## src/rtl/mc_ctrl_pkg.sv

```systemverilog
// Shared encodings for the multicycle control unit: FSM states, datapath select
// codes, instruction Op field values and the ARM condition-code evaluator.
package mc_ctrl_pkg;

  typedef enum logic [3:0] {
    S_FETCH   = 4'd0,
    S_DECODE  = 4'd1,
    S_MEMADR  = 4'd2,
    S_MEMRD   = 4'd3,
    S_MEMWB   = 4'd4,
    S_MEMWR   = 4'd5,
    S_EXECR   = 4'd6,
    S_EXECI   = 4'd7,
    S_ALUWB   = 4'd8,
    S_BRANCH  = 4'd9,
    S_FPEXEC  = 4'd10,
    S_FPWB    = 4'd11,
    S_ILLEGAL = 4'd12
  } state_t;

  localparam logic [2:0] ALU_ADD   = 3'b000;
  localparam logic [2:0] ALU_SUB   = 3'b001;
  localparam logic [2:0] ALU_AND   = 3'b010;
  localparam logic [2:0] ALU_ORR   = 3'b011;
  localparam logic [2:0] ALU_MUL   = 3'b100;
  localparam logic [2:0] ALU_UMULL = 3'b101;
  localparam logic [2:0] ALU_SMULL = 3'b110;
  localparam logic [2:0] ALU_EOR   = 3'b111;

  localparam logic [1:0] RES_ALUOUT = 2'b00;
  localparam logic [1:0] RES_DATA   = 2'b01;
  localparam logic [1:0] RES_OPRES  = 2'b10;

  localparam logic [1:0] SRCA_REG    = 2'b00;
  localparam logic [1:0] SRCA_PC     = 2'b01;
  localparam logic [1:0] SRCA_ALUOUT = 2'b10;

  localparam logic [1:0] SRCB_WD   = 2'b00;
  localparam logic [1:0] SRCB_IMM  = 2'b01;
  localparam logic [1:0] SRCB_FOUR = 2'b10;

  localparam logic [1:0] IMM_DP  = 2'b00;
  localparam logic [1:0] IMM_MEM = 2'b01;
  localparam logic [1:0] IMM_BR  = 2'b10;

  localparam logic [1:0] OP_DP  = 2'b00;
  localparam logic [1:0] OP_MEM = 2'b01;
  localparam logic [1:0] OP_BR  = 2'b10;
  localparam logic [1:0] OP_FP  = 2'b11;

  typedef struct packed {
    logic       pc_write;
    logic       mem_write;
    logic       reg_write;
    logic       mul_write;
    logic       ir_write;
    logic       adr_src;
    logic [1:0] alu_src_a;
    logic [1:0] alu_src_b;
    logic [1:0] result_src;
    logic [2:0] alu_control;
    logic       res_src;
  } ctrl_t;

  localparam ctrl_t CTRL_IDLE = '0;

  localparam ctrl_t CTRL_FETCH = '{
    pc_write:    1'b1,
    mem_write:   1'b0,
    reg_write:   1'b0,
    mul_write:   1'b0,
    ir_write:    1'b1,
    adr_src:     1'b0,
    alu_src_a:   SRCA_PC,
    alu_src_b:   SRCB_FOUR,
    result_src:  RES_OPRES,
    alu_control: ALU_ADD,
    res_src:     1'b0
  };

  // nzcv is packed {N,Z,C,V}; cond 4'b1111 never executes.
  function automatic logic cond_check(input logic [3:0] cond, input logic [3:0] nzcv);
    logic n, z, c, v;
    logic ok;
    {n, z, c, v} = nzcv;
    case (cond)
      4'h0:    ok = z;
      4'h1:    ok = !z;
      4'h2:    ok = c;
      4'h3:    ok = !c;
      4'h4:    ok = n;
      4'h5:    ok = !n;
      4'h6:    ok = v;
      4'h7:    ok = !v;
      4'h8:    ok = c && !z;
      4'h9:    ok = !c || z;
      4'hA:    ok = (n == v);
      4'hB:    ok = (n != v);
      4'hC:    ok = !z && (n == v);
      4'hD:    ok = z || (n != v);
      4'hE:    ok = 1'b1;
      default: ok = 1'b0;
    endcase
    return ok;
  endfunction

endpackage

```

## src/rtl/mc_control_fsm_condcheck.sv

```systemverilog
// Condition-code evaluation of the latched instruction against the NZCV register.
module mc_condcheck
  import mc_ctrl_pkg::*;
(
  input  logic [3:0] cond_i,
  input  logic [3:0] flags_i,
  output logic       cond_ex_o
);

  assign cond_ex_o = cond_check(cond_i, flags_i);

endmodule

```

## src/rtl/mc_control_fsm.sv

```systemverilog
// Multicycle ARM-subset control unit: sequences the shared datapath, owns NZCV.
// Control outputs are registered one state ahead; RegSrc/ImmSrc/FPUControl decode the IR directly.
module mc_control_fsm
  import mc_ctrl_pkg::*;
#(
  parameter int unsigned FP_EN  = 1,
  parameter int unsigned MUL_EN = 1
) (
  input  logic        clk,
  input  logic        reset,
  input  logic [31:0] Instr,
  input  logic [3:0]  ALUFlags,
  input  logic [3:0]  FPUFlags,
  output logic        PCWrite,
  output logic        MemWrite,
  output logic        RegWrite,
  output logic        MulWrite,
  output logic        IRWrite,
  output logic        AdrSrc,
  output logic [1:0]  RegSrc,
  output logic [1:0]  ALUSrcA,
  output logic [1:0]  ALUSrcB,
  output logic [1:0]  ResultSrc,
  output logic [1:0]  ImmSrc,
  output logic [2:0]  ALUControl,
  output logic        ResSrc,
  output logic [1:0]  FPUControl,
  output logic [3:0]  Flags,
  output logic [3:0]  State
);

  state_t      state_q, state_d;
  ctrl_t       ctrl_q, ctrl_d;
  logic [3:0]  flags_q;

  logic [1:0]  op;
  logic [5:0]  funct;
  logic [3:0]  rd;
  logic        s_bit;
  logic        rd_is_pc;
  logic        cond_ex;

  logic        mul_enc;
  logic [2:0]  mul_code;
  logic [2:0]  dp_code;
  logic [2:0]  alu_dp;
  logic        is_cmp;
  logic        is_long_mul;

  logic        unused_instr_bits;

  assign op       = Instr[27:26];
  assign funct    = Instr[25:20];
  assign rd       = Instr[15:12];
  assign s_bit    = funct[0];
  assign rd_is_pc = (rd == 4'd15);

  assign unused_instr_bits = ^{Instr[19:16], Instr[11:8], Instr[3:0]};

  mc_condcheck u_condcheck (
    .cond_i    (Instr[31:28]),
    .flags_i   (flags_q),
    .cond_ex_o (cond_ex)
  );

  // Data-processing ALU operation, with the multiply encodings taking priority.
  always_comb begin
    mul_enc  = 1'b0;
    mul_code = ALU_MUL;
    if ((op == OP_DP) && !funct[5] && (Instr[7:4] == 4'b1001)) begin
      case (Instr[23:21])
        3'b000:  begin mul_enc = 1'b1; mul_code = ALU_MUL;   end
        3'b100:  begin mul_enc = 1'b1; mul_code = ALU_UMULL; end
        3'b110:  begin mul_enc = 1'b1; mul_code = ALU_SMULL; end
        default: begin mul_enc = 1'b0; mul_code = ALU_MUL;   end
      endcase
    end

    case (funct[4:1])
      4'b0100: dp_code = ALU_ADD;
      4'b0010: dp_code = ALU_SUB;
      4'b1010: dp_code = ALU_SUB;
      4'b0000: dp_code = ALU_AND;
      4'b1100: dp_code = ALU_ORR;
      4'b0001: dp_code = ALU_EOR;
      default: dp_code = ALU_ADD;
    endcase

    if (mul_enc) begin
      alu_dp = (MUL_EN != 0) ? mul_code : ALU_AND;
    end else begin
      alu_dp = dp_code;
    end
    is_cmp      = !mul_enc && (funct[4:1] == 4'b1010);
    is_long_mul = mul_enc && (MUL_EN != 0) &&
                  ((mul_code == ALU_UMULL) || (mul_code == ALU_SMULL));
  end

  always_comb begin
    state_d = S_FETCH;
    case (state_q)
      S_FETCH:  state_d = S_DECODE;
      S_DECODE: begin
        case (op)
          OP_DP:   state_d = funct[5] ? S_EXECI : S_EXECR;
          OP_MEM:  state_d = S_MEMADR;
          OP_BR:   state_d = S_BRANCH;
          default: state_d = (FP_EN != 0) ? S_FPEXEC : S_ILLEGAL;
        endcase
      end
      S_MEMADR:  state_d = funct[0] ? S_MEMRD : S_MEMWR;
      S_MEMRD:   state_d = S_MEMWB;
      S_EXECR,
      S_EXECI:   state_d = S_ALUWB;
      S_FPEXEC:  state_d = S_FPWB;
      S_ILLEGAL: state_d = S_ILLEGAL;
      default:   state_d = S_FETCH;
    endcase
  end

  // Outputs for the state being entered; cond_ex still sees the pre-update flags here,
  // so writeback decisions use the flags the instruction was issued against.
  always_comb begin
    ctrl_d = CTRL_IDLE;
    case (state_d)
      S_FETCH:  ctrl_d = CTRL_FETCH;
      S_DECODE: begin
        ctrl_d.alu_src_a  = SRCA_PC;
        ctrl_d.alu_src_b  = SRCB_FOUR;
        ctrl_d.result_src = RES_OPRES;
      end
      S_MEMADR: begin
        ctrl_d.alu_src_b   = SRCB_IMM;
        ctrl_d.alu_control = funct[3] ? ALU_ADD : ALU_SUB;
      end
      S_MEMRD:  ctrl_d.adr_src = 1'b1;
      S_MEMWB: begin
        ctrl_d.result_src = RES_DATA;
        ctrl_d.reg_write  = cond_ex;
        ctrl_d.pc_write   = cond_ex && rd_is_pc;
      end
      S_MEMWR: begin
        ctrl_d.adr_src   = 1'b1;
        ctrl_d.mem_write = cond_ex;
      end
      S_EXECR:  ctrl_d.alu_control = alu_dp;
      S_EXECI: begin
        ctrl_d.alu_src_b   = SRCB_IMM;
        ctrl_d.alu_control = alu_dp;
      end
      S_ALUWB: begin
        ctrl_d.alu_control = alu_dp;
        ctrl_d.reg_write   = cond_ex && !is_cmp;
        ctrl_d.mul_write   = cond_ex && is_long_mul;
        ctrl_d.pc_write    = cond_ex && !is_cmp && rd_is_pc;
      end
      S_BRANCH: begin
        ctrl_d.alu_src_a  = SRCA_ALUOUT;
        ctrl_d.alu_src_b  = SRCB_IMM;
        ctrl_d.result_src = RES_OPRES;
        ctrl_d.pc_write   = cond_ex;
      end
      S_FPEXEC: ctrl_d.res_src = 1'b1;
      S_FPWB: begin
        ctrl_d.reg_write = cond_ex;
        ctrl_d.pc_write  = cond_ex && rd_is_pc;
      end
      default:  ctrl_d = CTRL_IDLE;
    endcase
  end

  always_ff @(posedge clk or negedge reset) begin
    if (!reset) begin
      state_q <= S_FETCH;
      ctrl_q  <= CTRL_FETCH;
      flags_q <= 4'b0000;
    end else begin
      state_q <= state_d;
      ctrl_q  <= ctrl_d;
      if (((state_q == S_EXECR) || (state_q == S_EXECI)) && s_bit && cond_ex) begin
        flags_q <= ALUFlags;
      end else if ((state_q == S_FPEXEC) && s_bit && cond_ex) begin
        flags_q <= FPUFlags;
      end
    end
  end

  // Enables are forced low while reset is held; selects keep their FETCH values.
  assign PCWrite    = ctrl_q.pc_write  & reset;
  assign MemWrite   = ctrl_q.mem_write & reset;
  assign RegWrite   = ctrl_q.reg_write & reset;
  assign MulWrite   = ctrl_q.mul_write & reset;
  assign IRWrite    = ctrl_q.ir_write  & reset;
  assign AdrSrc     = ctrl_q.adr_src;
  assign ALUSrcA    = ctrl_q.alu_src_a;
  assign ALUSrcB    = ctrl_q.alu_src_b;
  assign ResultSrc  = ctrl_q.result_src;
  assign ALUControl = ctrl_q.alu_control;
  assign ResSrc     = ctrl_q.res_src;

  assign RegSrc     = (state_q == S_FETCH) ? 2'b00 : {op == OP_MEM, op == OP_BR};
  assign ImmSrc     = ((state_q == S_FETCH) || (op == OP_FP)) ? IMM_DP : op;
  assign FPUControl = ((state_q == S_FPEXEC) || (state_q == S_FPWB)) ? Instr[21:20] : 2'b00;
  assign Flags      = flags_q;
  assign State      = state_q;

endmodule

```

## config.mk

```make
export PLATFORM = sky130hd
export DESIGN_NAME = mc_control_fsm
export DESIGN_NICKNAME = d
export VERILOG_FILES = /design/src/rtl/mc_ctrl_pkg.sv /design/src/rtl/mc_control_fsm_condcheck.sv /design/src/rtl/mc_control_fsm.sv
export SDC_FILE = /design/constraint.sdc
export NUM_CORES = 1
export LEC_CHECK = 0
export CAP_MARGIN = 40
export CORE_MARGIN = 5
export CORE_UTILIZATION = 35
export DETAILED_ROUTE_END_ITERATION = 8
export PLACE_DENSITY = 0.71
export SETUP_SLACK_MARGIN = 0.5
export SKIP_LAST_GASP = 1
export SLEW_MARGIN = 20
export SYNTH_ARGS = -nofsm -noshare
export SYNTH_HDL_FRONTEND = slang
export SYNTH_SLANG_ARGS = --single-unit
```

## constraint.sdc

```tcl
create_clock -name clk -period 2.4 [get_ports clk]
set_input_delay 0.6 -clock clk [delete_from_list [all_inputs] [get_ports clk]]
set_output_delay 0.6 -clock clk [all_outputs]
set_load 0.03 [all_outputs]
```

==> metrics.md <==
| Metric | Value |
|---|---|
| Initial antenna violation count | 0 |
| Nets | 302 |
| Max Freq | 506.3 MHz |
| CP Class | input pin to flop |
| Synthesized cell area | about 1600 µm² |
| # Max-Cap Violations | 0 |
| Initial Util | 0.3679 |
| Ports | 72 |
| Critical Path Fanout Max | 5 |
| Detailed-route DRC error count | 0 |
| Die area | 6103 µm² |
| Syn nets | 212 |
| Pwr/cell area | 1035 nW/µm² |
| Die extent in x | about 78 µm |
| Placement Cell Area | 2429 µm² |
| Slew headroom | 0.7702 |
| Ys Warns | 0 |
| Post-Synthesis Cells | between 150 and 200 |
| CTS Buf Count | 3 |
| Register area share after synthesis | 0.3737 |
| First-pass GRT wire length | around 7200 µm |
| Vias | around 1.6k |
| Status | finished, final reports clean |
| Pins Over Slew Limit | 0 |
| Detailed Routing Iterations Pass 1 | 4 |
| Synth top area cells | dfrtp_1, dfstp_2, mux2_2, nand2b_1, buf_4 |
| Final hold violation count | 0 |
| Clk slew on worst S/H paths | 0.08 ns |
| Pin count of the biggest net entering global routing | 21 |
| CP Capture Type | flop |
| Avg Inst Size Synth | 9.553 µm² |
| Pleak | 1.339 nW |
| RSZ-0062 raised after global routing | true |
| Fillcell total | 371 |
| Detail Placement HPWL | ~3300 µm |
| Number of synthesized flops with an enable pin | 0 |
| Worst Tran Pin Value | 0.3447 ns |
| GPL Wtd Cong | 0.7817 |
| Yosys reg bits | 24 |
| Hold WC Path Type | input pin to async pin |
| CTS tree | built |
| Fin crit period | 1.975 ns |
| Layout Cell Area excl Fill | 2774 µm² |
| GR Util All Layers | 0.1398 |
| Post-synth top cells | dfrtp_1, nand2b_1, nor2_1 |
| DR WL/cell | 15.11 µm |
| Unique masters post-synth | 55 |
| Critical path required time | 2.55 ns |
| Gr ovfl total | 0 |
| Arrival time at the worst endpoint | 2.12 ns |
| Layout cells sized above 1 | 0.4402 |
| H-Tree Depth | 1 |
| Final Setup Violations | 0 |
| Fin Clk Skew | 0.001537 ns |
| P&R area growth vs syn | 70.80% |
| Die Ht | 78.12 µm |
| Top-count cell post-synth | dfrtp_1 |
| Yosys top cell by area | dfrtp_1 |
| Clk_lat worst skew | about 0.26 ns |
| IO buf count | 59 |
| Crit path launch type | input pin |
| Final std cells w/o fill | approximately 310 |
| Num rows | 24 |
| Core Footprint | 4414 µm² |
| Number of vias per cell | ~5.2 |
| Vias in the first global route | 1501 |
| Worst IR drop on VDD | 0.0007372 V |
| Post-DRT Antenna Nets | 0 |
| ANT cells | 0 |
| Fin crit share | 0.8229 |
| Bufs on Longest Clock Path | 2 |
| WL final | 4698 µm |
| Top cell type's share of synthesized area | 0.2928 |
| Ys flop type | dfrtp_1 |
| Placed insts | between 200 and 300 |
| R2R depth | 6 |
| # clock sinks | 24 |
| Drt initial violations | 115 |
| Clock root buffer | clkbuf_8 |
| FFs w/ async S/R, synth | 1.000 |
## area by class of cell
cell class	count	area, µm²	share of cell area
Tap cell	52	65.06	0.02346
Timing Repair Buffer	101	917.1	0.3306
Clock buffer	4	45.04	0.01624
Sequential cell	24	613.1	0.2210
Inverter	3	11.26	0.004060
Multi-Input combinational cell	127	1122	0.4046
## cells in the final DEF, fill, tap and decap left out, types with 2 or more instances in the layout
cell type / Yosys / routed
nand2b_1: 12 / 10
clkdlybuf4s15_2: 0 / 3
xnor2_1: 4 / 2
inv_1: 3 / 3
nand2b_4: 0 / 2
nand2_1: 5 / 5
mux2_2: 8 / 5
buf_2: 4 / 2
a21oi_1: 4 / 4
nor3b_2: 0 / 2
buf_6: 0 / 12
dfrtp_2: 0 / 5
dfrtp_1: 19 / 14
nand3_1: 3 / 2
nor2_1: 12 / 11
o21ai_0: 5 / 5
nor3_1: 5 / 4
dlymetal6s2s_1: 0 / 6
a22oi_1: 3 / 3
dlygate4sd2_1: 0 / 14
dfstp_2: 5 / 5
nor2b_4: 0 / 4
buf_4: 9 / 40
nor3b_4: 0 / 2
nor2b_1: 9 / 5
a311oi_2: 1 / 2
and3_1: 5 / 4
clkdlybuf4s50_1: 0 / 22
mux2_4: 0 / 4
nand3_2: 1 / 2
and2_1: 9 / 8
clkbuf_8: 0 / 3
## state kept, by name (all words and copies together), names as in the netlist
register / flops
ALUSrcA: 2
ctrl_q: 5
ResSrc: 1
State: 4
AdrSrc: 1
ALUSrcB: 2
Flags: 4
ResultSrc: 2
ALUControl: 3
## worst max-delay path: stages
cell and delay, ns:
buf_6 0.10, buf_6 0.12, buf_6 0.11, xnor2_2 0.12, nor3b_2 0.06, o31a_1 0.32, o31ai_4 0.23, buf_6 0.16
mux2_4 0.30
## logic make-up after synthesis
kind of cell           after synthesis  synth area share
AND/OR/NAND/NOR                     80            0.3020
AO/OA/AOI/OAI                       32            0.1610
flip-flops                          24            0.3737
buffers and inverters               19           0.06779
multiplexers                        10           0.06857
XOR/XNOR                             5           0.02696
## where the power goes
part           leakage (nW)  total, W  internal [W]  switching, W
sequential            0.300  0.000711      0.000571      0.000140
clock                0.0228  0.000243      0.000118      0.000124
combinational          1.02   0.00192      0.000947      0.000970
## path summary, 6_finish.rpt
path	start	end	slack, ns
max reg2reg	Flags[0]	Flags[3]	0.48
max in group asynchronous	reset	ALUSrcB[1]	1.70
min in group clk	Flags[1]	Flags[1]	0.64
max	Instr[28]	Flags[3]	0.43
min reg2reg	Flags[1]	Flags[1]	0.64
min	reset	ctrl_q[12]	0.27
## per-layer routing
layer  routed length [µm]  up-vias  global-route usage
li1                     -      791                   -
met1                 2040      783              0.1941
met2                 2442       42              0.2310
met3                  179        2             0.01945
met4                   36        0             0.03041
met5                    0        -                   0
## through the flow
stage	setup TNS [ns]	utilization	worst slack (ns)	hold slack, ns	total power [W]
6_report	0	0.6284	0.4251	0.2657	0.002870
2_1_floorplan	0	-	0.4359	0.3044	0.001806
3_5_place_dp	-1.834	0.5502	-0.2691	0.5619	0.002327
5_1_grt	0	0.6284	0.3800	0.2707	0.003047
4_1_cts	0	0.5907	0.3627	0.2640	0.002664
3_3_place_gp	-1.683	0.5502	-0.2459	0.5539	0.002302
## what timing repair did
action                                  in CTS  in global routing
hold endpoints to repair                     0                  0
endpoints found under the setup margin      37                 27
setup buffers                               10                  6
pin swaps                                   11                 20
cloned                                       1                  0
resized for setup                           49                 30
hold buffers                                 0                  0
No activity file was read; power rests on OpenSTA's default activity.
